**src/rtl/pipeline_ctrl.sv**
```systemverilog
// Hazard/exception controller for the 5-stage core: per-stage stall bits, global flush,
// PC redirect target on exceptions/eret, and a saturating stall-cycle profiling counter.
module pipeline_ctrl #(
    parameter logic [31:0] EXC_ENTRY = 32'hBFC00380,
    parameter int          CNT_WIDTH = 32
) (
    input  logic                 clk,
    input  logic                 rst,
    input  logic                 stall_req_if,
    input  logic                 stall_req_id,
    input  logic                 stall_req_ex,
    input  logic                 stall_req_mem,
    input  logic                 exc_valid,
    input  logic                 exc_is_eret,
    input  logic [31:0]          cp0_epc,
    output logic [5:0]           stall,
    output logic                 flush,
    output logic [31:0]          flush_pc,
    output logic                 busy_flush,
    output logic [CNT_WIDTH-1:0] stall_cycles
);

    typedef enum logic {
        S_IDLE = 1'b0,
        S_WAIT = 1'b1
    } state_t;

    localparam logic [5:0] STALL_HOLD = 6'b011111;

    state_t               state_q, state_d;
    logic [31:0]          cap_q, cap_d;
    logic [CNT_WIDTH-1:0] cnt_q, cnt_d;
    logic [5:0]           req_stall;
    logic [31:0]          exc_target;

    function automatic logic [CNT_WIDTH-1:0] sat_inc(input logic [CNT_WIDTH-1:0] v);
        if (&v)
            return v;
        return v + {{(CNT_WIDTH-1){1'b0}}, 1'b1};
    endfunction

    // Highest-indexed requester wins; each pattern freezes its stage and all upstream ones.
    always_comb begin
        if (stall_req_mem)
            req_stall = 6'b001111;
        else if (stall_req_ex)
            req_stall = 6'b000111;
        else if (stall_req_id)
            req_stall = 6'b000011;
        else if (stall_req_if)
            req_stall = 6'b000001;
        else
            req_stall = 6'b000000;
    end

    assign exc_target = exc_is_eret ? cp0_epc : EXC_ENTRY;

    always_comb begin
        state_d  = state_q;
        cap_d    = cap_q;
        stall    = req_stall;
        flush    = 1'b0;
        flush_pc = 32'h0;

        unique case (state_q)
            S_IDLE: begin
                if (exc_valid) begin
                    if (stall_req_if) begin
                        // Fetch still in flight: hold the excepting instruction until it returns.
                        stall   = STALL_HOLD;
                        cap_d   = exc_target;
                        state_d = S_WAIT;
                    end else begin
                        stall    = 6'b000000;
                        flush    = 1'b1;
                        flush_pc = exc_target;
                    end
                end
            end
            S_WAIT: begin
                if (stall_req_if) begin
                    stall = STALL_HOLD;
                end else begin
                    stall    = 6'b000000;
                    flush    = 1'b1;
                    flush_pc = cap_q;
                    state_d  = S_IDLE;
                end
            end
            default: state_d = S_IDLE;
        endcase

        // Controls stay quiet while reset is asserted, whatever the requesters do.
        if (!rst) begin
            stall    = 6'b000000;
            flush    = 1'b0;
            flush_pc = 32'h0;
        end

        cnt_d = (stall[0] && !flush) ? sat_inc(cnt_q) : cnt_q;
    end

    always_ff @(posedge clk or negedge rst) begin
        if (!rst) begin
            state_q <= S_IDLE;
            cap_q   <= 32'h0;
            cnt_q   <= '0;
        end else begin
            state_q <= state_d;
            cap_q   <= cap_d;
            cnt_q   <= cnt_d;
        end
    end

    assign busy_flush   = (state_q == S_WAIT);
    assign stall_cycles = cnt_q;

endmodule

```
**config.mk**
```make
export PLATFORM = sky130hd
export DESIGN_NAME = pipeline_ctrl
export DESIGN_NICKNAME = d
export VERILOG_FILES = /design/src/rtl/pipeline_ctrl.sv
export SDC_FILE = /design/constraint.sdc
export NUM_CORES = 1
export LEC_CHECK = 0
export CAP_MARGIN = 20
export CELL_PAD_IN_SITES_DETAIL_PLACEMENT = 1
export CELL_PAD_IN_SITES_GLOBAL_PLACEMENT = 2
export CORE_MARGIN = 5
export CORE_UTILIZATION = 26
export DETAILED_ROUTE_END_ITERATION = 10
export MAX_ROUTING_LAYER = met4
export PLACE_DENSITY_LB_ADDON = 0.1
export SYNTH_ARGS = -nofsm -noshare
export SYNTH_HDL_FRONTEND = slang
export SYNTH_SLANG_ARGS = --single-unit
```
**constraint.sdc**
```tcl
create_clock -name clk -period 2.8 [get_ports clk]
set_input_delay 0.84 -clock clk [delete_from_list [all_inputs] [get_ports clk]]
set_output_delay 0.84 -clock clk [all_outputs]
set_load 0.02 [all_outputs]
```
Word level (Yosys, flattened, before mapping)
Index checks and enable logic that the tools add are counted.
{"block": "word_totals", "register_bits": 65, "in_bits": 40, "output_inout_bits": 72, "wordCells": 34}
{"block": "op_classes", "add_sub_neg": 1, "n_eq_ne": 1, "mux": 23, "n_bitwise": 1, "n_reduce_logical": 5}
{"operator": "32-bit two-way mux", "count": 6}
{"operator": "32-bit case mux with 2 select lines", "count": 1}
{"operator": "32-bit by 1-bit adder with 32-bit output, second input constant", "count": 1}
{"operator": "32-bit AND reduction", "count": 1}
{"operator": "6-bit two-way mux", "count": 3}
{"operator": "6-bit case mux with 2 select lines", "count": 1}
{"operator": "1-bit two-way mux", "count": 7}
{"operator": "5-bit two-way mux", "count": 1}
{"operator": "1-bit case mux with 2 select lines", "count": 2}
{"operator": "3-bit two-way mux", "count": 1}
{"operator": "3-bit AND reduction", "count": 1}
{"operator": "2-bit two-way mux", "count": 1}
{"operator": "2-bit inequality test, second input constant", "count": 1}
{"operator": "2-bit AND reduction", "count": 1}
{"operator": "1-bit logical AND", "count": 1}
{"operator": "1-bit zero test", "count": 1}
{"operator": "1-bit inverter", "count": 1}

Longest topological paths before layout
Gate-level depths: netlist of run 1.
{"block": "logic_depth", "depth_word": 9, "ltp_mapped": 7, "depth_no_buf": 6}

Worst setup path before layout of run 1
Ideal clock, no wire load.
{"block": "synth_path", "kind": "input -> output", "startpoint": "input port exc_valid", "endpoint": "output port flush_pc[10]", "arrival_time_ns": 1.971, "required_ns": 1.960, "setup_slack_ns": -0.011, "stages": 5, "n_path_buf": 2, "path_cell_list": "nor2_2 or3b_2 clkbuf_1 clkbuf_1 nor2_1"}
{"block": "synth_between", "elab_chain_len": 3}
{"item": "start: declaration", "line_no": "13", "source": "input logic exc_valid,"}
{"item": "32-bit two-way mux", "line_no": "67", "source": "if (exc_valid) begin"}
{"item": "32-bit case mux with 2 select lines", "line_no": "65", "source": "unique case (state_q)"}
{"item": "32-bit two-way mux", "line_no": "94", "source": "if (!rst) begin"}
{"item": "end: declaration", "line_no": "18", "source": "output logic [31:0] flush_pc,"}
No other way between the ends.

Worst setup path in the final report of run 1
{"block": "layout_path", "startpoint": "input port stall_req_if", "endpoint": "output port flush_pc[0]"}
{"block": "layout_between", "elab_chain_len": 4, "word_cells_on_any_way": 5, "cone_classes": "mux: 5"}
{"item": "start: declaration", "line_no": "9", "source": "input logic stall_req_if,"}
{"item": "32-bit two-way mux", "line_no": "68", "source": "if (stall_req_if) begin"}
{"item": "32-bit two-way mux", "line_no": "67"}
{"item": "32-bit case mux with 2 select lines *", "line_no": "65"}
{"item": "32-bit two-way mux *", "line_no": "94"}
Every way passes the cells marked *; elsewhere a longest branch is shown, timed or not.

==> qor.yml, run 1 <==
status: "finished clean"
area_growth_syn_to_layout_pct: 65.3
stdcell_area_sq_mm: 0.00575
die_x_um: 126
grt_max_degree: 44
wire_per_inst_um: 16.7
worstPathArrival_ns: 1.95
drc_errors: 0
diodes: 0
clockBufferDepth: 2
yosys.area.top_type_share_pct: 46.8
synth_async_sr_flop_share_pct: 100
core_area_sq_mm: 0.0132
clock_sinks: 65
finalMaxSlewViolations: 0
drt_wl_total_mm: 12.2
pwr-share-clk_pct: 37.3
seqCellArea_sq_mm: 0.00163
maxCapViolCount: 0
synth_cell_types: 41
crit_type: "input port to primary output"
antenna_left: 0
setup_viol: 0
cts_tree: "done"
synth_edf_count: 0
place_congestion: 0.734
tns_ns: 0
worstPathMaxFanout: 8
max_slew_margin_pct: 60.7
hold_class: "input port to async pin"
routed_via_density: 4.69
fp-row-count: 42
synth-seq-cells: 65
die-area_sq_mm: 0.0158
cp.required_ns: 1.96
irDropWorstVdd_mv: 0.401
min_period_ns: 2.79
yosysTopAreaCell: "dfrtp_1"
ys.flop_type: "dfrtp_1"
leakage_nw: 2.50
ys_seq_area_share_pct: 46.8
cp-start-kind: "input port"
antenna_found_initial: 0
io_buffers: 110
ys_warn_count: 0
power.total_w: 0.00295
synth_area_per_cell_sq_um: 8.38
p_sw_share_pct: 30.0
htreeDepth: 3
grtUsageTotal_pct: 16.2
cts_buffers: 9
final_cells: 733
dpl-instance-area_sq_mm: 0.00495
dp_hpwl_mm: 8.30
drive_gt1_share_pct: 28.2
dr.pass1.iters: 4
vias: 3439
synthTopCellsByArea: "dfrtp_1, nor2_1, nand2_1"
drtIter0Drc: 144
syn_area_sq_mm: 0.00348
p_sw_w: 0.000886
multi_input_area_sq_mm: 0.00205
insertion_delay_ns: 0.33
grt_pass1_wl_mm: 19.9
grt_pass1_vias: 3613
dpl.cell_count: 707
internal_power_w: 0.00207
initial_core_util_pct: 26.4
tightest_slew_ns: 0.589
most-common-layout-cells: "clkdlybuf4s50_1, dfrtp_1, nand2_1"
die-height_um: 126
fmax_ghz: 0.358
min_period_over_period_pct: 99.7
fillCellCount: 1506
fin_hold_ws_ns: 0.477
seqPwrFrac_pct: 39.3
synth_cells: 415
r2r_slack_ns: 0.46
fin_nets: 593
overflow: 0
final_common_cell: "clkdlybuf4s50_1"
comb_power_share_pct: 23.4
hold_viol: 0
end_kind: "primary output"
p_per_area_mw_per_mm2: 514
cts_root_buf: "clkbuf_16"
pin_count: 112
clk_pin_slew_ns: 0.06
syn_nets: 456
fin_skew_ns: 0.00585
## layout make-up
class	count	share of cell area, %
clock buffers	14	4.94
clock inverters	2	0.174
inverters	8	0.523
multi-input cells	319	35.6
flip-flops and latches	65	28.3
well taps	176	3.83
repair buffers	149	26.6
## per-stage QoR
step                      util (%)  setup WS [ns]
final                         43.6        0.00776
after detailed placement      37.6         -0.875
after global routing          43.6       -0.00352
after CTS                     42.4         -0.103
after global placement        37.6         -0.887
after floorplan                  -        -0.0108
## flip-flops by register name, summed over array words and instances, names as in the netlist
| register | cells |
|---|---|
| stall_cycles | 32 |
| busy_flush | 1 |
| cap_q | 32 |
## worst max-delay path: stages
cell	delay, ns
buf_4	0.13
or3b_4	0.44
buf_6	0.16
buf_16	0.16
nor2_4	0.11
buf_6	0.12
## Yosys cell counts (2+ instances only)
master / n
o21ai_0: 32
or4_1: 2
nor4_1: 9
nand3_1: 12
xor2_1: 17
nand2_1: 62
nand4b_1: 2
and3_1: 4
nor2_1: 73
o21a_1: 2
xnor2_1: 13
mux2_2: 2
nand2b_1: 2
clkbuf_1: 19
inv_1: 8
dfrtp_1: 65
nor3_1: 11
nand4_1: 9
and2_1: 3
a31oi_1: 3
or4_4: 2
nor2b_1: 13
a21oi_1: 32
## routing by layer
layer | part of all wire [%] | GRT usage [%] | routed length [um] | up-vias
li1 | - | - | - | 1682
met1 | 46 | 20.6 | 5660 | 1684
met2 | 49 | 26.1 | 5970 | 65
met3 | 4.0 | 3.81 | 489 | 8
met4 | 0.83 | 4.40 | 102 | 0
met5 | 0 | - | 0 | -
## timing repair
action                                 4_1_cts  5_1_grt
gates cloned                                 4        0
hold buffers                                 0        0
buffers inserted                             9        0
gates resized for setup                    257       56
endpoints found under the hold margin        0        0
pin swaps                                   10       19
setup endpoints to repair                   38       38
## power groups by stage
stage	clock (W)	combinational, W	sequential, W
final	0.00110	0.000691	0.00116
after global routing	0.00117	0.000755	0.00118
after CTS	0.00113	0.000680	0.00116
after detailed placement	0	0.000603	0.00117
after global placement	0	0.000593	0.00116
after floorplan	0	0.000248	0.00120
## cell families (layout without fill, tap and decap cells)
logic type      after synthesis  after routing  synth area share [%]
simple gates                213            213                  29.8
compound gates               72             72                  11.1
flops                        65             65                  46.8
buf+inv                      31            173                  3.71
xor+xnor                     30             30                  7.56
mux                           2              2                 0.648
fa+ha+maj                     1              1                 0.360
other cells                   1              1                 0.108
## path summary, 6_finish.rpt
kind	startpoint	to	cells past startpoint
worst max-delay path	stall_req_if	flush_pc[0]	6
worst min-delay path	rst	stall_cycles[9]$_DFFE_PN0P_	2
worst max register to register	busy_flush$_DFF_PN0_	stall_cycles[14]$_DFFE_PN0P_	11
worst min register to register	cap_q[14]$_DFFE_PN0P_	cap_q[14]$_DFFE_PN0P_	2
max in group asynchronous	rst	stall_cycles[28]$_DFFE_PN0P_	3
min in group clk	cap_q[14]$_DFFE_PN0P_	cap_q[14]$_DFFE_PN0P_	2
No activity file was read; power rests on OpenSTA's default activity.
==> run 2: changes to the inputs <==
--- a/config.mk
+++ b/config.mk
@@ -5,14 +5,17 @@
 export SDC_FILE = /design/constraint.sdc
 export NUM_CORES = 1
 export LEC_CHECK = 0
+export ABC_CLOCK_PERIOD_IN_PS = 2800
 export CAP_MARGIN = 20
 export CELL_PAD_IN_SITES_DETAIL_PLACEMENT = 1
 export CELL_PAD_IN_SITES_GLOBAL_PLACEMENT = 2
 export CORE_MARGIN = 5
 export CORE_UTILIZATION = 26
 export DETAILED_ROUTE_END_ITERATION = 10
+export GPL_TIMING_DRIVEN = 0
 export MAX_ROUTING_LAYER = met4
 export PLACE_DENSITY_LB_ADDON = 0.1
+export SLEW_MARGIN = 0
 export SYNTH_ARGS = -nofsm -noshare
 export SYNTH_HDL_FRONTEND = slang
 export SYNTH_SLANG_ARGS = --single-unit
==> run 2 against run 1 <==
Effect of this change: global-route usage rose by 0.42 points; sequential cell count stayed put; clock power hardly changed; cell count fell by 0.82%; combinational power is 3% lower; clock skew decreased by 0.0025 ns; routed wire length grew 2.0%; clock-buffer cell count is 2 lower.
==> qor.yml, run 2 (same netlist as run 1, synthesis figures left out) <==
status: "finished clean"
diodes: 0  # unchanged
hold_viol: 0  # unchanged
worstPathArrival_ns: 1.92  # -0.03 ns
wire_per_inst_um: 17.1  # +2.8%
p_sw_w: 0.000869  # -1.9%
drtIter0Drc: 91  # -37%
grtUsageTotal_pct: 16.7  # +0.42 points
hold_class: "input port to async pin"
dpl-instance-area_sq_mm: 0.00482  # -2.6%
cts_tree: "done"
worstRegToRegCells: 8  # -3
r2r_start: "busy_flush$_DFF_PN0_"
pre_cts_ws_ns: -1.35  # -0.476 ns
seqPwrFrac_pct: 40.1  # +0.8 points
cp_num_buf_inv: 2  # -2
clk_pin_slew_ns: 0.05  # about the same
fin_skew_ns: 0.00339  # -0.00247 ns
worstPathMaxFanout: 2  # -6
end_kind: "primary output"
cts_buffers: 9  # unchanged
cp-start-kind: "input port"
pwr-share-clk_pct: 36.7  # -0.6 points
max_stage_delay_ns: 0.44  # about the same
cts_hold_repair.buffers: 0  # unchanged
reg2reg_to: "stall_cycles[14]$_DFFE_PN0P_"
htreeDepth: 3  # unchanged
setup_viol: 0  # unchanged
clockBufferDepth: 2  # unchanged
finalMaxSlewViolations: 0  # unchanged
area_growth_syn_to_layout_pct: 61.5
fp-row-count: 42  # unchanged
grt_max_degree: 25  # -43%
internal_power_w: 0.00203  # -1.7%
r2r_slack_ns: 0.30  # -0.16 ns
worst_path_max_delay_cell: "clkdlybuf4s50_1"
pin_count: 112  # unchanged
initial_core_util_pct: 26.4  # unchanged
max_slew_margin_pct: 52.7  # -8.0 points
place_congestion: 0.730  # -0.42%
crit_type: "input port to primary output"
grt_pass1_wl_mm: 20.4  # +2.4%
antenna_found_initial: 0  # unchanged
cts_root_buf: "clkbuf_16"
fin_nets: 588  # -0.84%
min_period_over_period_pct: 98.5  # -1.2 points
grt_pass1_vias: 3765  # +4.2%
dp_hpwl_mm: 8.64  # +4.1%
dr.pass1.iters: 5  # +1
p_sw_share_pct: 30.0  # -0.040 points
insertion_delay_ns: 0.33  # about the same
irDropWorstVdd_mv: 0.275  # -31%
drt_wl_total_mm: 12.5  # +2.0%
clock_sinks: 65  # unchanged
p_per_area_mw_per_mm2: 517  # +0.52%
final_util_pct: 42.6  # -0.99 points
drc_errors: 0  # unchanged
fmax_ghz: 0.363  # +1.3%
leakage_nw: 2.45  # -1.8%
overflow: 0  # unchanged
antenna_left: 0  # unchanged
core_area_sq_mm: 0.0132  # unchanged
critical-path-top-delay-family: "buffers and inverters"
tightest_slew_ns: 0.702  # +0.113 ns
cp.required_ns: 1.96  # about the same
vias: 3444  # +0.15%
maxCapViolCount: 0  # unchanged
die_x_um: 126  # unchanged
stdcell_area_sq_mm: 0.00562  # -2.3%
io_buffers: 110  # unchanged
cp_cell_sequence: "clkdlybuf4s50_1, nand2b_1, a22oi_1, nor3b_1, buf_4"
die-height_um: 126  # unchanged
worst_slack_ns: 0.0423  # +0.0345 ns
routed_via_density: 4.74  # +0.97%
rsz0062_at_grt: "yes"
die-area_sq_mm: 0.0158  # unchanged
min_period_ns: 2.76  # -0.0345 ns
drive_gt1_share_pct: 24.5  # -3.7 points
comb_power_share_pct: 23.2  # -0.2 points
most-common-layout-cells: "dfrtp_1, clkdlybuf4s50_1, nand2_1"
-- run 2: worst max path at each step --
stage | cells after the start | to | startpoint
6_report | 5 | flush_pc[31] | cp0_epc[31]
5_1_grt | 5 | flush_pc[31] | cp0_epc[31]
4_1_cts | 6 | flush_pc[28] | rst
3_5_place_dp | 7 | flush_pc[30] | rst
3_3_place_gp | 6 | flush_pc[8] | rst
2_1_floorplan | 5 | flush_pc[10] | exc_valid
-- run 2: layer usage --
metal	global-route usage, %	vias to the layer above	share of wire, %
met1	21.6	1695	47
met3	3.05	13	3.6
li1	-	1667	-
met4	5.36	0	1.5
met5	-	-	0
met2	26.5	69	48
-- run 2: per-stage QoR --
stage | hold WS, ns | total power (W) | TNS, ns | instances
6_report | 0.438 | 0.00290 | 0 | 727
5_1_grt | 0.430 | 0.00306 | -0.00974 | 727
4_1_cts | 0.425 | 0.00294 | -0.105 | 728
3_5_place_dp | 0.471 | 0.00176 | -51.04 | 702
3_3_place_gp | 0.463 | 0.00174 | -339.75 | 701
2_1_floorplan | 0.450 | 0.00144 | -0.310 | 415
-- run 2: power by group through the flow --
stage               Combinational (W)  Sequential (W)  Clock [W]
finish                       0.000673         0.00116    0.00107
global route                 0.000741         0.00118    0.00114
CTS                          0.000684         0.00116    0.00110
detailed placement           0.000589         0.00117          0
global placement             0.000578         0.00117          0
floorplan                    0.000248         0.00120          0
-- run 2: timing repair --
action,in CTS,in global routing
gates cloned,6,0
setup buffers,6,0
pin swaps,17,2
gates resized for setup,306,16
endpoints found under the setup margin,47,33
-- run 2: cell type report --
cell class / instances / area [sq um]
Tap cell: 176 / 220
Clock inverter: 3 / 15.0
Sequential cell: 65 / 1630
Timing Repair Buffer: 122 / 1320
Clock buffer: 12 / 267
Multi-Input combinational cell: 319 / 1950
Fill cell: 1542 / 7570
Buffer: 22 / 191
Inverter: 8 / 30.0
